$ cat src/rtl/right_shift_iter_pkg.sv
// Shared types and helpers for the iterative right shifter.
// Holds the controller state encoding and the constant clog2 used for port and counter widths.
package right_shift_iter_pkg;

    typedef enum logic [1:0] {
        IDLE  = 2'd0,
        SHIFT = 2'd1,
        DONE  = 2'd2
    } state_e;

    // Ceiling log2 evaluated at elaboration time; clog2(1) = 0.
    function automatic int unsigned clog2(input int unsigned value);
        int unsigned result;
        result = 0;
        for (int i = 0; i < 32; i++) begin
            if ((64'd1 << i) < 64'(value)) begin
                result = i + 1;
            end
        end
        return result;
    endfunction

    // Counter width for a given stage count, never narrower than one bit.
    function automatic int unsigned cnt_width(input int unsigned stages);
        int unsigned w;
        w = clog2(stages);
        return (w < 1) ? 1 : w;
    endfunction

endpackage

$ cat src/rtl/right_shift_iter_stage.sv
// One binary stage of the right shifter: conditionally shifts by 2^k with zero or sign fill.
// Purely combinational; the top instantiates one per bit of the shift amount.
module right_shift_stage #(
    parameter int unsigned width = 8,
    parameter int unsigned k     = 0
) (
    input  logic [width-1:0] dIn,
    input  logic             en,
    input  logic             arith,
    output logic [width-1:0] dOut
);

    localparam int unsigned Amt = 1 << k;

    logic fill;

    assign fill = arith & dIn[width-1];

    always_comb begin
        dOut = dIn;
        if (en) begin
            dOut = {{Amt{fill}}, dIn[width-1:Amt]};
        end
    end

endmodule

$ cat src/rtl/right_shift_iter.sv
// Sequential right shifter: resolves one binary stage of the shift amount per cycle,
// with valid/ready handshakes on both the request and the result side.
module right_shift_iter
    import right_shift_iter_pkg::*;
#(
    parameter int unsigned width = 8
) (
    input  logic                      clk,
    input  logic                      rst,
    input  logic                      iValid,
    output logic                      iReady,
    input  logic [width-1:0]          iBits,
    input  logic [clog2(width)-1:0]   shift,
    input  logic                      arith,
    output logic                      oValid,
    input  logic                      oReady,
    output logic [width-1:0]          oBits
);

    localparam int unsigned SW = clog2(width);
    localparam int unsigned CW = cnt_width(SW);

    state_e          state_q;
    logic [width-1:0] data_q;
    logic [SW-1:0]    amt_q;
    logic             arith_q;
    logic [CW-1:0]    cnt_q;
    logic             valid_q;

    logic [width-1:0] stage_out [SW];
    logic [width-1:0] stage_sel;

    for (genvar g = 0; g < SW; g++) begin : g_stage
        right_shift_stage #(
            .width(width),
            .k    (g)
        ) u_stage (
            .dIn  (data_q),
            .en   (amt_q[g]),
            .arith(arith_q),
            .dOut (stage_out[g])
        );
    end

    always_comb begin
        stage_sel = stage_out[0];
        for (int k = 0; k < SW; k++) begin
            if (cnt_q == CW'(k)) begin
                stage_sel = stage_out[k];
            end
        end
    end

    // oValid is registered one cycle after entering DONE, giving a fixed SW+1 edge latency.
    always_ff @(posedge clk or negedge rst) begin
        if (!rst) begin
            state_q <= IDLE;
            data_q  <= '0;
            amt_q   <= '0;
            arith_q <= 1'b0;
            cnt_q   <= '0;
            valid_q <= 1'b0;
        end else begin
            unique case (state_q)
                IDLE: begin
                    if (iValid) begin
                        data_q  <= iBits;
                        amt_q   <= shift;
                        arith_q <= arith;
                        cnt_q   <= '0;
                        state_q <= SHIFT;
                    end
                end
                SHIFT: begin
                    data_q <= stage_sel;
                    if (cnt_q == CW'(SW - 1)) begin
                        cnt_q   <= '0;
                        state_q <= DONE;
                    end else begin
                        cnt_q <= cnt_q + CW'(1);
                    end
                end
                DONE: begin
                    if (!valid_q) begin
                        valid_q <= 1'b1;
                    end else if (oReady) begin
                        valid_q <= 1'b0;
                        state_q <= IDLE;
                    end
                end
                default: begin
                    state_q <= IDLE;
                    valid_q <= 1'b0;
                end
            endcase
        end
    end

    assign iReady = (state_q == IDLE);
    assign oValid = valid_q;
    assign oBits  = data_q;

    a_hold_stable: assert property (@(posedge clk) disable iff (!rst)
        (oValid && !oReady) |=> (oValid && $stable(oBits)));

    a_no_overlap: assert property (@(posedge clk) disable iff (!rst)
        !(iReady && oValid));

endmodule
$ cat config.mk
export PLATFORM = sky130hd
export DESIGN_NAME = right_shift_iter
export DESIGN_NICKNAME = d
export VERILOG_FILES = /design/src/rtl/right_shift_iter_pkg.sv /design/src/rtl/right_shift_iter_stage.sv /design/src/rtl/right_shift_iter.sv
export SDC_FILE = /design/constraint.sdc
export NUM_CORES = 1
export LEC_CHECK = 0
export CORE_MARGIN = 2
export CORE_UTILIZATION = 38
export DETAILED_ROUTE_END_ITERATION = 10
export PLACE_DENSITY = 0.62
export SLEW_MARGIN = 20
export SYNTH_ARGS = -nofsm -noshare
export SYNTH_HDL_FRONTEND = slang
export SYNTH_HIERARCHICAL = 1
export SYNTH_SLANG_ARGS = --single-unit
$ cat constraint.sdc
create_clock -name clk -period 1.6 [get_ports clk]
set_clock_uncertainty 0.2 [all_clocks]
set_input_delay 0.48 -clock clk [delete_from_list [all_inputs] [get_ports clk]]
set_output_delay 0.48 -clock clk [all_outputs]
set_load 0.02 [all_outputs]
Yosys cells after proc, flatten, opt, wreduce, memory -nomap -nowiden
Index checks and enable logic that the tools add are counted.
- input port bits: 16
- register bits after elaboration: 17
- logic and storage cells: 44
- output and inout port bits: 10
- reductions and logical operators: 7
- add/subtract/negate cells: 1
- muxes and demuxes: 18
- equality and inequality tests: 11
- bitwise operators: 1
- operators by type and width (kind ; number):
    8-bit 2-to-1 mux ; 6
    8-bit case mux with 2 select lines ; 1
    2-bit 2-to-1 mux ; 6
    2-bit inequality test (second input constant) ; 4
    4-bit inequality test (second input constant) ; 2
    2-bit case mux with 3 select lines ; 1
    5-bit AND reduction ; 1
    2-bit by 1-bit == test with 1-bit output (second input constant) ; 2
    2-bit == test (second input constant) ; 2
    2-bit case mux with 2 select lines ; 1
    2-bit AND reduction ; 2
    4-bit AND reduction ; 1
    3-bit inequality test (second input constant) ; 1
    2-bit by 1-bit adder with 2-bit output (second input constant) ; 1
    2-bit logical NOT ; 1
    1-bit 2-to-1 mux ; 2
    1-bit case mux with 2 select lines ; 1
    2-bit nonzero test ; 1
    2-bit OR reduction ; 1
    1-bit AND ; 1

Depth between registers and ports, before layout
- depth after elaboration: 5
- gate-level depth with buffers: 6
- mapped depth without buffers: 5

Modules after synthesis
Netlist, hierarchy kept.
- modules (own cells, without submodules) (module ; times used ; cells each ; area an instance (um^2)):
    right_shift_iter ; 1 ; 99 ; 1053.5
    right_shift_stage (g_stage[0].u_stage) ; 1 ; 10 ; 127.6
    right_shift_stage (g_stage[1].u_stage) ; 1 ; 12 ; 126.4
    right_shift_stage (g_stage[2].u_stage) ; 1 ; 14 ; 113.9

Least setup slack after synthesis
No wires, ideal clock.
- path type: register -> register
- start: register state_q[0]
- end: register amt_q[0]
- arrival time: 1.368 ns
- buffers on the path: 1
- library setup time: 0.125 ns
- cell stages (with the launch flop): 5
- setup slack: -0.092 ns
- cells stage by stage: dfrtp_1 -> buf_6 -> nor2_1 -> and2_4 -> mux2_2
- longest elaborated chain between the ends: 2
- RTL lines (item ; RTL line ; text):
    start: declaration ; right_shift_iter.sv:23 ; state_e state_q;
    start signal: assignment ; right_shift_iter.sv:57 ; state_q <= IDLE;
    start signal: assignment ; right_shift_iter.sv:71 ; state_q <= SHIFT;
    start signal: assignment ; right_shift_iter.sv:78 ; state_q <= DONE;
    2-bit logical NOT ; n/a ;
    via iReady ; right_shift_iter.sv:11 ; output logic iReady,
    2-bit AND reduction (no line) ; n/a ;
    end signal: assignment ; right_shift_iter.sv:68 ; amt_q <= shift;
    end: declaration ; right_shift_iter.sv:25 ; logic [SW-1:0] amt_q;
The timed path passes the listed nets, and every way through them passes these cells.
A chain may end at the register's enable or synchronous reset.

Worst setup path after layout
- start: register amt_q[0]
- end: register data_q[4], in the netlist oBits[4]
- longest elaborated chain between the ends: 2
- RTL lines (item ; RTL line ; text):
    4-bit inequality test (no line) ; n/a ;
    5-bit AND reduction (no line) ; n/a ;
    end signal: assignment ; right_shift_iter.sv:67 ; data_q <= iBits;
    end signal: assignment ; right_shift_iter.sv:75 ; data_q <= stage_sel;
    end: declaration ; right_shift_iter.sv:24 ; logic [width-1:0] data_q;
Every way passes these cells.

==> metrics.txt <==
reg-to-reg startpoint amt_q[0]; syn_nets 151; CTS Sinks 17; ANT cells 0; fillers 351; YS warnings 6; outcome finished with violations; port bufs 25; Avg Vias per Cell around 5.2; worst setup margin -0.151 ns; FF/Latch Area approximately 430 µm²; DRT antenna net count 0; EDFF count, synth 0; area occupied by multi-input gates a little under 900 µm²; Die Wd approximately 65 µm; crit-path cells mux2_4, mux2_2, o211ai_1, a21oi_1; R2R Path End oBits[4]; RePlAce Congestion 0.864; CTS tree yes; DRT Pass-1 Iters 4; crit path max fanout 8; power share of the combinational group 0.715; CP max-delay cell dfrtp_2; startpoint types register; Starting DRT DRC Count between 60 and 70; Hold Vio Cnt, Final 0; CP top delay family multiplexers; vias in the first global route ~1.2k; asr flop ratio synth 1.00; layout cells sized above 1 0.473; P per Cell Area around 2400 nW/µm²; Internal ~2700 µW; CP Data Arrival Time roughly 1.7 ns; GRT Resource Usage Total 0.188; GR Overflow Total 0; largest net degree at the start of global routing 18; DP HPWL roughly 2600 µm; most common flop cell mapped by yosys dfrtp_1; Clock transition at path regs around 0.07 ns; post-synthesis sequential area ratio 0.299; fin crit period ~1.8 ns; hold crit path type in -> async; Reg power frac 0.214; # nets final approximately 200; Cell variety after synth 30; worst skew pair latency around 0.25 ns; Peak VDD IR 0.793 mV; DRT Wirelength roughly 3600 µm; Clock Tree Buf Depth 2; first-pass GRT wire length about 6200 µm; cells on worst reg2reg path 4; Syn Inst Count 135; DR DRC count 0; slew margin rel. 0.773; Post-Layout Cell Count 230; io pins 26; Final setup viols 6; Slew @ Worst Pin between 0.3 and 0.4 ns; Leak ~0.00087 µW; initial antenna violation count 0; final instance area about 1900 µm²; Crit. End Element register; Layout area overhead 36.1%; wire per inst ~15 µm; RSZ-0062 raised after global routing yes; Core Area 3630 µm²; sw frac 0.402; post-synth top area share 0.299; Final Cycle Share 1.09; failing checks negative setup slack; die area ~4200 µm²; most area-consuming cells after synthesis dfrtp_1 (30%), mux2_4 (18%), mux2_2 (8.7%); fmax between 500 and 600 MHz; Root Buffer clkbuf_8; Synth top cells by count dfrtp_1 (17), mux2_4 (17), mux2_2 (11); Cell Rows 22; Syn Std Cell Area 1420 µm²; post-place instance area 1860 µm²; Placed Instances between 200 and 250; number of buffers created by CTS 3; largest area contributor in the netlist dfrtp_1; Die H ~65 µm; Crit path largest cell delay 0.51 ns; number of max-cap violations 0; Vias 1194; Crit Path Class reg -> reg; fin. max-slew vios 0; Sw Pwr 1830 µW; Starting Density 0.391; critical path required time 1.53 ns; htree depth 1; WP buf/inv 0; R2R Setup Slk -0.15 ns; post-synthesis area per instance approximately 11 µm²; clock network fraction of design power 0.071; Seq cells post-synth 17
[power by group through the flow]
stage | Clock [µW] | Sequential (µW) | Combinational (µW)
floorplan | 0 | 1040 | 2080
global route | 357 | 1010 | 3540
global placement | 0 | 939 | 3130
CTS | 338 | 956 | 3200
detailed placement | 0 | 952 | 3180
finish | 326 | 974 | 3260
[routing by layer]
layer	vias to the layer above	GRT usage	part of all wire
met1	577	0.266	0.48
met2	21	0.296	0.48
li1	588	-	-
met5	-	0	0
met3	8	0.0205	0.023
met4	0	0.0677	0.021
[worst max-delay path by stage]
stage / from / slack, ns / end / cells past startpoint
6_report: amt_q[0] / -0.15 / oBits[4] / 4
5_1_grt: amt_q[0] / -0.19 / oBits[4] / 4
3_5_place_dp: iValid / -0.50 / oBits[3] / 4
4_1_cts: amt_q[0] / -0.13 / oBits[4] / 4
3_3_place_gp: iValid / -0.46 / oBits[3] / 4
2_1_floorplan: amt_q[0] / 0.003 / oBits[0] / 5
[kinds of logic (layout without fill, tap and decap cells)]
group,Yosys count,count (layout),synth area share
buf+inv,18,65,0.0915
simple gates,30,30,0.118
compound gates,41,41,0.218
mux,28,28,0.267
xor+xnor,1,1,0.00616
flops,17,17,0.299
[flip-flops by register name (all words and copies together) (netlist names)]
register  flops
cnt_q         2
oValid        1
state_q       2
amt_q         3
arith_q       1
oBits         8
[worst register-to-register path: stages (launching register included)]
cell and delay, ns:
dfrtp_2 0.51, mux2_4 0.34, mux2_2 0.26, o211ai_1 0.22, a21oi_1 0.10
[what timing repair did]
action / in CTS / in global routing
hold buffers: 0 / 0
setup buffers: 0 / 1
hold endpoints to repair: 0 / 0
gates resized for setup: 41 / 11
pin swaps: 5 / 4
setup endpoints to repair: 25 / 13
[cells in the final DEF (no fill, tap or decap), types with 5 or more instances in the layout]
| cell | count |
|---|---|
| dfrtp_1 | 13 |
| inv_1 | 9 |
| buf_4 | 21 |
| nor2_1 | 9 |
| a21oi_1 | 8 |
| o21ai_0 | 5 |
| o211ai_1 | 6 |
| clkdlybuf4s50_1 | 14 |
| nand2b_1 | 5 |
| mux2_4 | 17 |
| mux2_2 | 11 |
| a21bo_2 | 6 |
| buf_6 | 6 |
[layout make-up]
cell class                 count  share of cell area
timing repair buffer          52               0.245
clock buffer                   4              0.0233
inverter                       9              0.0175
sequential                    17               0.223
tap                           48              0.0310
multi-input combinational    100               0.461
[per-stage QoR]
step | setup slack (ns) | total power (µW) | hold WS, ns | TNS, ns | util
after floorplan | 0.00268 | 3110 | -0.0156 | 0 | -
after global placement | -0.464 | 4070 | 0.406 | -6.02 | 0.512
after detailed placement | -0.505 | 4130 | 0.422 | -6.79 | 0.512
after CTS | -0.129 | 4490 | 0.354 | -0.513 | 0.529
after global routing | -0.188 | 4900 | 0.382 | -0.930 | 0.532
final | -0.151 | 4560 | 0.353 | -0.554 | 0.532
Power figures use the tool's default switching activity.
